<file path="src/rtl/scanner_link_arbiter_pkg.sv">
// ---------------------------------------------------------------------------
// scanner_link_pkg
// Shared definitions for the scanner serial link arbiter:
//   - state_t        : arbiter FSM states
//   - CMD_*          : command byte values the scanners place on the link
//   - BIT_CNT_W      : width of the per-frame bit counter
//   - DIV_CNT_W      : width of the bit-clock divider (supports BIT_DIV <= 256)
//   - SREG_W, LEN_*  : frame shift-register width and frame lengths
// Optional feature macro: SCANNER_LINK_PARITY_EN (even parity bit after
// each byte; frames become 9 or 18 bits instead of 8 or 16).
// ---------------------------------------------------------------------------
package scanner_link_pkg;

    typedef enum logic [1:0] {
        IDLE  = 2'd0,
        SHIFT = 2'd1,
        GAP   = 2'd2
    } state_t;

    localparam logic [7:0] CMD_READY = 8'd2;
    localparam logic [7:0] CMD_START = 8'd3;
    localparam logic [7:0] CMD_FULL  = 8'd4;
    localparam logic [7:0] CMD_DATA  = 8'd7;

    localparam int BIT_CNT_W = 5;
    localparam int DIV_CNT_W = 8;

`ifdef SCANNER_LINK_PARITY_EN
    localparam int                   SREG_W       = 18;
    localparam logic [BIT_CNT_W-1:0] LEN_CMD      = 5'd9;
    localparam logic [BIT_CNT_W-1:0] LEN_CMD_DATA = 5'd18;
`else
    localparam int                   SREG_W       = 16;
    localparam logic [BIT_CNT_W-1:0] LEN_CMD      = 5'd8;
    localparam logic [BIT_CNT_W-1:0] LEN_CMD_DATA = 5'd16;
`endif

endpackage

</file>
<file path="src/rtl/scanner_link_arbiter_if.sv">
// ---------------------------------------------------------------------------
// scanner_link_arbiter_if
// Bundles the scanner-side request bus and the serial link outputs.
//   req[1:0]           per-channel request level
//   req_has_data[1:0]  channel frame carries a data byte
//   req_cmd0/1         command byte per channel
//   req_data0/1        data byte per channel
//   grant[1:0]         one-hot, held for the served frame
//   done[1:0]          one-cycle pulse after the served frame's last bit
//   link_clk/link_data serial bit clock and data (0 when not shifting)
//   link_busy          link in SHIFT or GAP
// Modports: slave = arbiter side, master = scanner/driver side.
// ---------------------------------------------------------------------------
interface scanner_link_arbiter_if;

    logic [1:0] req;
    logic [1:0] req_has_data;
    logic [7:0] req_cmd0;
    logic [7:0] req_cmd1;
    logic [7:0] req_data0;
    logic [7:0] req_data1;
    logic [1:0] grant;
    logic [1:0] done;
    logic       link_clk;
    logic       link_data;
    logic       link_busy;

    modport slave (
        input  req, req_has_data, req_cmd0, req_cmd1, req_data0, req_data1,
        output grant, done, link_clk, link_data, link_busy
    );

    modport master (
        output req, req_has_data, req_cmd0, req_cmd1, req_data0, req_data1,
        input  grant, done, link_clk, link_data, link_busy
    );

endinterface

</file>
<file path="src/rtl/scanner_link_arbiter_serializer.sv">
// ---------------------------------------------------------------------------
// scanner_link_serializer
// Shifts one frame out LSB-first with a divided bit clock.
//   clk, rst   system clock, async active-high reset
//   load       start a frame (captures cmd/data/frame_len)
//   frame_len  number of bits to send
//   cmd, data  payload bytes (data ignored when frame_len covers cmd only)
//   last_bit   high in the final cycle of the final bit
//   link_clk   high for the first BIT_DIV/2 cycles of each bit
//   link_data  current bit, 0 when idle
// With SCANNER_LINK_PARITY_EN defined, an even parity bit follows each byte.
// ---------------------------------------------------------------------------
module scanner_link_serializer
    import scanner_link_pkg::*;
#(
    parameter int BIT_DIV = 4
) (
    input  logic                 clk,
    input  logic                 rst,
    input  logic                 load,
    input  logic [BIT_CNT_W-1:0] frame_len,
    input  logic [7:0]           cmd,
    input  logic [7:0]           data,
    output logic                 last_bit,
    output logic                 link_clk,
    output logic                 link_data
);

    localparam logic [DIV_CNT_W-1:0] DIV_LAST = DIV_CNT_W'(BIT_DIV - 1);
    localparam logic [DIV_CNT_W-1:0] DIV_HALF = DIV_CNT_W'(BIT_DIV / 2);

    logic                 active;
    logic [DIV_CNT_W-1:0] div_cnt;
    logic [BIT_CNT_W-1:0] bit_cnt;
    logic [BIT_CNT_W-1:0] len_last;
    logic [SREG_W-1:0]    sreg;
    logic [SREG_W-1:0]    frame_word;

`ifdef SCANNER_LINK_PARITY_EN
    assign frame_word = {^data, data, ^cmd, cmd};
`else
    assign frame_word = {data, cmd};
`endif

    assign last_bit  = active && (bit_cnt == len_last) && (div_cnt == DIV_LAST);
    assign link_clk  = active && (div_cnt < DIV_HALF);
    assign link_data = active && sreg[0];

    always_ff @(posedge clk or posedge rst) begin
        if (rst) begin
            active   <= 1'b0;
            div_cnt  <= '0;
            bit_cnt  <= '0;
            len_last <= '0;
        end else if (load) begin
            active   <= 1'b1;
            div_cnt  <= '0;
            bit_cnt  <= '0;
            len_last <= frame_len - BIT_CNT_W'(1);
        end else if (active) begin
            if (div_cnt == DIV_LAST) begin
                div_cnt <= '0;
                if (last_bit) begin
                    active  <= 1'b0;
                    bit_cnt <= '0;
                end else begin
                    bit_cnt <= bit_cnt + BIT_CNT_W'(1);
                end
            end else begin
                div_cnt <= div_cnt + DIV_CNT_W'(1);
            end
        end
    end

    // Payload register needs no reset: link_data is gated by active.
    always_ff @(posedge clk) begin
        if (load) begin
            sreg <= frame_word;
        end else if (active && (div_cnt == DIV_LAST)) begin
            sreg <= sreg >> 1;
        end
    end

endmodule

</file>
<file path="src/rtl/scanner_link_arbiter.sv">
// ---------------------------------------------------------------------------
// scanner_link_arbiter
// Round-robin owner of the shared scanner serial link. Two channels request
// with level-sensitive req; the winner's frame (command byte, optionally a
// data byte) is serialised LSB-first by scanner_link_serializer, followed by
// GAP_CYCLES idle cycles.
//   clk   system clock
//   rst   asynchronous active-high reset
//   lnk   scanner_link_arbiter_if.slave (requests in, grant/done/link out)
// Parameters: BIT_DIV (clk cycles per bit, even, >=2), GAP_CYCLES (>=0).
// Optional feature macro: SCANNER_LINK_PARITY_EN.
// ---------------------------------------------------------------------------
module scanner_link_arbiter
    import scanner_link_pkg::*;
#(
    parameter int BIT_DIV    = 4,
    parameter int GAP_CYCLES = 2
) (
    input  logic                  clk,
    input  logic                  rst,
    scanner_link_arbiter_if.slave lnk
);

    localparam int               GAP_W    = (GAP_CYCLES > 1) ? $clog2(GAP_CYCLES) : 1;
    localparam logic [GAP_W-1:0] GAP_LAST = GAP_W'((GAP_CYCLES > 0) ? GAP_CYCLES - 1 : 0);

    state_t               state;
    logic                 last_served;
    logic [1:0]           grant_q;
    logic [1:0]           done_q;
    logic                 busy_q;
    logic [GAP_W-1:0]     gap_cnt;

    logic                 win;
    logic                 start;
    logic                 last_bit;
    logic                 has_sel;
    logic [7:0]           cmd_sel;
    logic [7:0]           data_sel;
    logic [BIT_CNT_W-1:0] len_sel;

    // A lone requester always wins; on a tie the channel not served last wins.
    always_comb begin
        win = 1'b0;
        case (lnk.req)
            2'b01:   win = 1'b0;
            2'b10:   win = 1'b1;
            default: win = ~last_served;
        endcase
    end

    assign start    = (state == IDLE) && (lnk.req != 2'b00);
    assign has_sel  = win ? lnk.req_has_data[1] : lnk.req_has_data[0];
    assign cmd_sel  = win ? lnk.req_cmd1  : lnk.req_cmd0;
    assign data_sel = win ? lnk.req_data1 : lnk.req_data0;
    assign len_sel  = has_sel ? LEN_CMD_DATA : LEN_CMD;

    scanner_link_serializer #(
        .BIT_DIV (BIT_DIV)
    ) u_ser (
        .clk       (clk),
        .rst       (rst),
        .load      (start),
        .frame_len (len_sel),
        .cmd       (cmd_sel),
        .data      (data_sel),
        .last_bit  (last_bit),
        .link_clk  (lnk.link_clk),
        .link_data (lnk.link_data)
    );

    always_ff @(posedge clk or posedge rst) begin
        if (rst) begin
            state       <= IDLE;
            last_served <= 1'b1;
            grant_q     <= 2'b00;
            done_q      <= 2'b00;
            busy_q      <= 1'b0;
            gap_cnt     <= '0;
        end else begin
            done_q <= 2'b00;
            case (state)
                IDLE: begin
                    if (start) begin
                        state       <= SHIFT;
                        grant_q     <= win ? 2'b10 : 2'b01;
                        last_served <= win;
                        busy_q      <= 1'b1;
                    end
                end
                SHIFT: begin
                    if (last_bit) begin
                        done_q  <= grant_q;
                        grant_q <= 2'b00;
                        gap_cnt <= '0;
                        if (GAP_CYCLES == 0) begin
                            state  <= IDLE;
                            busy_q <= 1'b0;
                        end else begin
                            state <= GAP;
                        end
                    end
                end
                GAP: begin
                    if (gap_cnt == GAP_LAST) begin
                        state  <= IDLE;
                        busy_q <= 1'b0;
                    end else begin
                        gap_cnt <= gap_cnt + GAP_W'(1);
                    end
                end
                default: begin
                    state   <= IDLE;
                    grant_q <= 2'b00;
                    busy_q  <= 1'b0;
                end
            endcase
        end
    end

    assign lnk.grant     = grant_q;
    assign lnk.done      = done_q;
    assign lnk.link_busy = busy_q;

endmodule

</file>
<file path="src/flat_wrapper.sv">
// flat-port wrapper written by rule: the top's interface ports become plain ports
module scanner_link_arbiter_flat import scanner_link_pkg::*;
#(
    parameter int BIT_DIV    = 4,
    parameter int GAP_CYCLES = 2
)
  (clk, rst, lnk_req, lnk_req_has_data, lnk_req_cmd0, lnk_req_cmd1, lnk_req_data0, lnk_req_data1, lnk_grant, lnk_done, lnk_link_clk, lnk_link_data, lnk_link_busy);
  scanner_link_arbiter_if lnk_i ();
  input  logic clk;
  input  logic rst;
  input wire logic [$bits(lnk_i.req)-1:0] lnk_req;
  input wire logic [$bits(lnk_i.req_has_data)-1:0] lnk_req_has_data;
  input wire logic [$bits(lnk_i.req_cmd0)-1:0] lnk_req_cmd0;
  input wire logic [$bits(lnk_i.req_cmd1)-1:0] lnk_req_cmd1;
  input wire logic [$bits(lnk_i.req_data0)-1:0] lnk_req_data0;
  input wire logic [$bits(lnk_i.req_data1)-1:0] lnk_req_data1;
  output wire logic [$bits(lnk_i.grant)-1:0] lnk_grant;
  output wire logic [$bits(lnk_i.done)-1:0] lnk_done;
  output wire logic [$bits(lnk_i.link_clk)-1:0] lnk_link_clk;
  output wire logic [$bits(lnk_i.link_data)-1:0] lnk_link_data;
  output wire logic [$bits(lnk_i.link_busy)-1:0] lnk_link_busy;
  assign lnk_i.req = lnk_req;
  assign lnk_i.req_has_data = lnk_req_has_data;
  assign lnk_i.req_cmd0 = lnk_req_cmd0;
  assign lnk_i.req_cmd1 = lnk_req_cmd1;
  assign lnk_i.req_data0 = lnk_req_data0;
  assign lnk_i.req_data1 = lnk_req_data1;
  assign lnk_grant = lnk_i.grant;
  assign lnk_done = lnk_i.done;
  assign lnk_link_clk = lnk_i.link_clk;
  assign lnk_link_data = lnk_i.link_data;
  assign lnk_link_busy = lnk_i.link_busy;
  scanner_link_arbiter #(.BIT_DIV(BIT_DIV), .GAP_CYCLES(GAP_CYCLES)) u_core (.clk(clk), .rst(rst), .lnk(lnk_i));
endmodule
</file>
<file path="config.mk">
export PLATFORM = sky130hd
export DESIGN_NAME = scanner_link_arbiter_flat
export DESIGN_NICKNAME = d
export VERILOG_FILES = /design/src/rtl/scanner_link_arbiter_pkg.sv /design/src/rtl/scanner_link_arbiter_if.sv /design/src/rtl/scanner_link_arbiter_serializer.sv /design/src/rtl/scanner_link_arbiter.sv /design/src/flat_wrapper.sv
export SDC_FILE = /design/constraint.sdc
export NUM_CORES = 1
export LEC_CHECK = 0
export CAP_MARGIN = 20
export CORE_MARGIN = 10
export CORE_UTILIZATION = 42
export CTS_BUF_LIST = sky130_fd_sc_hd__clkbuf_8
export DETAILED_ROUTE_END_ITERATION = 8
export HOLD_SLACK_MARGIN = 0.03
export PLACE_DENSITY = 0.68
export SYNTH_ARGS = -nofsm -noshare
export SYNTH_HDL_FRONTEND = slang
export SYNTH_SLANG_ARGS = --single-unit
</file>
<file path="constraint.sdc">
create_clock -name clk -period 2.5 [get_ports clk]
set_input_delay 0.25 -clock clk [delete_from_list [all_inputs] [get_ports clk]]
set_output_delay 0.25 -clock clk [all_outputs]
set_load 0.01 [all_outputs]
</file>
==> impl_metrics.ini, run 1 <==
[status]
status = complete, no violations

[timing]
min_period_ns = 2.207
finalWorstSetupSlack_ns = 0.2930
setup_viol = 0
final_max_slew_viol_count = 0
finalHoldViolCount = 0
holdWs_ns = 0.3127
setup_tns_ns = 0
clock_skew_ns = 0.006830
fmax_ghz = 0.4531
worstMarginPinSlew_ns = 0.4502
rsz0062_at_grt = no
fin_crit_sh = 0.8828
maxSlewHeadroom = 0.6999

[synthesis]
syn_area_per_cell_um2 = 10.97
syn-num-nets = 234
syn_inst = 192
yosysWarnings = 0
synth_edf_count = 16
yosys_register_bits = 41
seq_area_frac_synth = 0.5258
netlist_area_um2 = 2106
ys_async_sr_fraction = 0.6098
synth_cell_types = 40
ys.flop_type = dfrtp_1

[clock_network]
cts_hold_buf = 0
cts_buffer_depth = 2
worstSkewPairLatency_ns = 0.29
post_cts_buffers = 0
cts-root-buf = clkbuf_8
cts_resized = 0
path_clk_slew_ns = 0.08
htreeDepth = 2
cts_sinks = 41
cts_tree = yes
cts-buffers-inserted = 5

[layout]
finalNetCount = 282
areaGrowthSynthToFinish_pct = 29.77
finalNonFillerCells = 308
fillers = 424
antenna_cells = 0
drive_gt1_frac = 0.1037

[critical_path]
critPathLaunchType = flip-flop
worstPathArrival_ns = 1.96
crit_path_end_kind = output pin
crit_fanout = 6
required_ns = 2.25
crit_type = flip-flop to output pin

[pwr]
sw_frac_of_total = 0.3499
p_clk_frac = 0.172
powerDensity_nw_per_um2 = 939.3
total_power_mw = 2.567
power.leakage_nw = 1.198
seq_power_share = 0.464
vdd_ir_drop_max_v = 0.0004586
power_frac_comb = 0.364
switchingPower_uw = 898.1
internal_power_mw = 1.669

[floorplan]
dieArea_um2 = 8246
core-area_um2 = 4786
ioPinCount = 45
start_util = 0.4400
fp.dieH_um = 90.81
die_w_um = 90.81
rows = 25

[grt]
grt_max_degree = 26
grt_usage = 0.1069
antenna_found_initial = 0
grt_pass1_wl_mm = 7.362
grt_overflow = 0
first_global_vias = 1586

[route]
drcViolationCount = 0
routedWlPerCell_um = 14.11
dr.pass1.iters = 4
routed_wl_mm = 4.345
viasPerCell = 5.029
vias = 1549
ant_nets = 0
drt_iter0_drc = 68

[placement]
portBuffers = 44
place_ws_ns = 0.4271
dp_hpwl_mm = 3.174
gp_congestion = 0.7375
dp.cells = 300

[run]
cap_violations = 0

[hold_path]
hold_class = primary input to async pin
## cells by family (layout without fill, tap and decap cells)
kind of cell | Yosys count | in the layout | share of synthesized area
and+or+nand+nor | 61 | 61 | 0.1480
AOI/OAI and AO/OA | 44 | 44 | 0.1485
DFF | 41 | 41 | 0.5259
muxes | 18 | 18 | 0.08556
buffers and inverters | 17 | 66 | 0.03922
xor gates and xnor gates | 7 | 7 | 0.02912
adders and majority gates | 4 | 4 | 0.02377
## path summary, 6_finish.rpt
kind	to	cells past startpoint	start	slack (ns)
setup / recovery	lnk_link_clk	4	u_core.u_ser.div_cnt[2]	0.29
hold / removal	u_core.u_ser.div_cnt[6]	3	rst	0.31
setup reg to reg	u_core.lnk.grant[0]	5	u_core.u_ser.div_cnt[2]	0.45
hold reg to reg	u_core.u_ser.len_last[2]	1	u_core.u_ser.len_last[2]	0.50
max in group asynchronous	u_core.last_served	3	rst	1.90
min in group clk	u_core.u_ser.len_last[2]	1	u_core.u_ser.len_last[2]	0.50
## stage by stage
stage	instance area [um^2]	utilization
floorplan	2106	-
global placement	2643	0.5522
detailed placement	2643	0.5522
CTS	2733	0.5710
global route	2733	0.5710
finish	2733	0.5710
## synthesized netlist by cell type (all sizes together) (2+ instances only)
library cell,instances,share of area
edfxtp,16,0.23
nor2,18,0.032
and3,4,0.012
nand4,3,0.012
buf,6,0.020
o31ai,2,0.0071
a21oi,5,0.012
nor3,2,0.010
nand2,23,0.041
or3,3,0.0089
dfrtp,24,0.29
xor2,6,0.025
inv,7,0.012
mux2i,18,0.086
o2111ai,3,0.012
nand3,2,0.0048
o21ai,24,0.057
nand3b,2,0.0071
a211oi,4,0.019
clkbuf,4,0.0071
ha,4,0.024
## placed cells by master, fill, tap and decap left out, types with 2 or more instances in the layout
master           synthesis  layout
a211oi_1                 2       2
a211oi_2                 2       2
a21oi_1                  5       4
and3_1                   3       3
buf_4                    1       6
clkbuf_8                 0       6
clkdlybuf4s50_1          0      44
dfrtp_1                 24      24
edfxtp_1                16      16
ha_1                     4       4
inv_1                    7       9
mux2i_1                 18      18
nand2_1                 23      23
nand3_1                  2       2
nand3b_1                 2       2
nand4_1                  2       2
nor2_1                  18      18
o2111ai_1                3       3
o21ai_0                 22      22
o21ai_1                  2       2
o31ai_1                  2       2
or3_1                    3       3
xor2_1                   6       6
## state kept, by name, summed over array words and instances, names as in the netlist
register,cells
u_core.lnk.grant,2
u_core.lnk.link_busy,1
u_core.u_ser.len_last,2
u_core.last_served,1
u_core.state,2
u_core.u_ser.sreg,16
u_core.gap_cnt,1
u_core.u_ser.bit_cnt,5
u_core.u_ser.active,1
u_core.lnk.done,2
u_core.u_ser.div_cnt,8
## power by group through the flow
stage                     Clock (mW)  Combinational (mW)  Sequential (mW)
after floorplan                    0               0.663             1.15
after global placement             0               0.943             1.20
after detailed placement           0               0.953             1.21
after CTS                      0.451               0.957             1.19
after global routing           0.475                1.06             1.22
final                          0.440               0.935             1.19
## cell type report
type / count / area, um^2 / share of cell area
sequential: 41 / 1107 / 0.4052
multi-input combinational: 134 / 919.6 / 0.3365
timing repair buffer: 51 / 505.5 / 0.1850
tap: 67 / 83.83 / 0.03068
clock buffer: 6 / 82.58 / 0.03022
inverter: 7 / 26.28 / 0.009615
clock inverter: 2 / 7.507 / 0.002747
## metal layers
metal / GRT usage / part of all wire / vias to the layer above / wire (um)
li1: - / - / 786 / -
met1: 0.1314 / 0.48 / 714 / 2074
met2: 0.1659 / 0.45 / 42 / 1941
met3: 0.03907 / 0.061 / 7 / 267
met4: 0.04178 / 0.014 / 0 / 62
met5: 0 / 0 / - / 0
## critical path, cell delays in order (launching register included)
cell	delay [ns]
dfrtp_1	0.47
nor4_4	0.40
nand2_1	0.10
nor3_1	0.14
clkdlybuf4s50_1	0.56
Power figures use the tool's default switching activity.
==> inputs of run 2 (changes only) <==
- CAP_MARGIN: 20 -> 10
- CTS_BUF_LIST: sky130_fd_sc_hd__clkbuf_8 -> sky130_fd_sc_hd__clkbuf_2
==> impl_metrics.ini, run 2 (same netlist as run 1, synthesis figures left out) <==
[critical_path]
reg2reg_from = u_core.u_ser.div_cnt[2]
cp_cell_sequence = nor4_4, nand2_1, nor3_1, clkdlybuf4s50_1
critPathSlowestCell = clkdlybuf4s50_1
cp_top_family = simple AND/OR/NAND/NOR gates
crit_type = flip-flop to output pin
required_ns = 2.25
crit_path_end_kind = output pin
crit_fanout = 6
cp_slowest_stage_delay_ns = 0.56
r2r_setup_slack_ns = 0.45
worstPathArrival_ns = 2.08
timing.rr.end = u_core.lnk.grant[0]
critPathLaunchType = flip-flop
crit_buf_inv = 1
reg2reg_depth = 5

[route]
drt_iter0_drc = 80
viasPerCell = 5.052
routedWlPerCell_um = 14.03
routed_wl_mm = 4.322
vias = 1556
ant_nets = 0
dr.pass1.iters = 4
drcViolationCount = 0

[layout]
reg_top3 = u_core.u_ser.sreg x16, u_core.u_ser.div_cnt x8, u_core.u_ser.bit_cnt x5
regMostFlops = u_core.u_ser.sreg
multi_input_area_um2 = 919.6
finalNonFillerCells = 308
largest_register_ffs = 16
layout_commonest_cell = clkdlybuf4s50_1
finalNetCount = 282
finish.utilization = 0.5603
layout_common_cells = clkdlybuf4s50_1 (44), dfrtp_1 (24), nand2_1 (23), o21ai_0 (22)
drive_gt1_frac = 0.1079
seq_area_um2 = 1107
antenna_cells = 0
areaGrowthSynthToFinish_pct = 27.33
fillers = 435

[floorplan]
rows = 25
core-area_um2 = 4786
fp.dieH_um = 90.81
ioPinCount = 45
start_util = 0.4400
die_w_um = 90.81
dieArea_um2 = 8246

[timing]
setup_viol = 0
maxSlewHeadroom = 0.7044
rsz0062_at_grt = no
final_max_slew_viol_count = 0
min_period_ns = 2.335
setup_tns_ns = 0
finalHoldViolCount = 0
worstMarginPinSlew_ns = 0.4434
clock_skew_ns = 0.01811
fin_crit_sh = 0.9339
fmax_ghz = 0.4283

[clock_network]
cts_hold_buf = 0
cts-root-buf = clkbuf_2
post_cts_buffers = 0
htreeDepth = 2
path_clk_slew_ns = 0.20
worstSkewPairLatency_ns = 0.40
cts_sinks = 41
cts_resized = 0
cts_buffer_depth = 2
cts_tree = yes
cts-buffers-inserted = 5

[pwr]
internal_power_mw = 1.523
power_frac_comb = 0.390
switchingPower_uw = 882.1
seq_power_share = 0.493
powerDensity_nw_per_um2 = 897.2
p_clk_frac = 0.117
vdd_ir_drop_max_v = 0.0005067
power.leakage_nw = 1.174
sw_frac_of_total = 0.3667

[grt]
grt_overflow = 0
first_global_vias = 1568
grt_usage = 0.1055
grt_max_degree = 26
grt_pass1_wl_mm = 7.279
antenna_found_initial = 0

[placement]
gp_congestion = 0.7375
dp_hpwl_mm = 3.174
portBuffers = 44
dp.cells = 300

[hold_path]
hold_class = primary input to async pin

[status]
status = complete, no violations

[run]
cap_violations = 0
==> run 2: tightest hold or removal path, stage by stage <==
cell             delay (ns)
clkdlybuf4s50_1        0.40
inv_1                  0.05
buf_4                  0.30
==> run 2: through the flow <==
| step | instance area [um^2] | hold WS [ns] | total power [mW] | worst slack, ns |
|---|---|---|---|---|
| detailed placement | 2643 | 0.4855 | 2.158 | 0.4271 |
| global placement | 2643 | 0.4828 | 2.141 | 0.4254 |
| finish | 2681 | 0.1729 | 2.406 | 0.1654 |
| floorplan | 2106 | 0.2766 | 1.813 | 0.6324 |
| CTS | 2681 | 0.1686 | 2.437 | 0.1308 |
| global route | 2681 | 0.1558 | 2.594 | 0.01093 |
==> run 2: routing by layer <==
layer | share of wire | track usage | vias up
met5 | 0 | 0 | -
met3 | 0.059 | 0.04073 | 6
met4 | 0.013 | 0.03655 | 0
li1 | - | - | 787
met2 | 0.45 | 0.1647 | 39
met1 | 0.48 | 0.1294 | 724
==> run 2: worst max path at each step <==
stage	start	depth (start not counted)	endpoint	slack, ns
after floorplan	u_core.u_ser.div_cnt[2]	4	u_core.u_ser.sreg[0]	0.63
after global placement	lnk_req[1]	8	u_core.u_ser.sreg[11]	0.43
after detailed placement	lnk_req[0]	8	u_core.u_ser.sreg[11]	0.43
after CTS	u_core.u_ser.div_cnt[2]	4	lnk_link_clk	0.13
after global routing	u_core.u_ser.div_cnt[2]	4	lnk_link_clk	0.01
final	u_core.u_ser.div_cnt[2]	4	lnk_link_clk	0.17
==> run 2: area by class of cell <==
type	count	share of cell area
well taps	67	0.03126
clock inverters	1	0.001400
inverters	7	0.009799
clock buffers	7	0.01307
multi-input cells	134	0.3430
flip-flops and latches	41	0.4130
repair buffers	51	0.1885
==> run 2: power groups by stage <==
stage,Combinational [mW],Sequential [mW],Clock [mW]
floorplan,0.663,1.15,0
global placement,0.943,1.20,0
detailed placement,0.953,1.21,0
CTS,0.956,1.19,0.293
global route,1.06,1.22,0.320
finish,0.938,1.19,0.281
==> inputs of run 3 (changes only) <==
- CTS_CLUSTER_SIZE: default -> 24
==> results of run 3 <==
Final layout, timing and power as in run 2 (identical DEF).
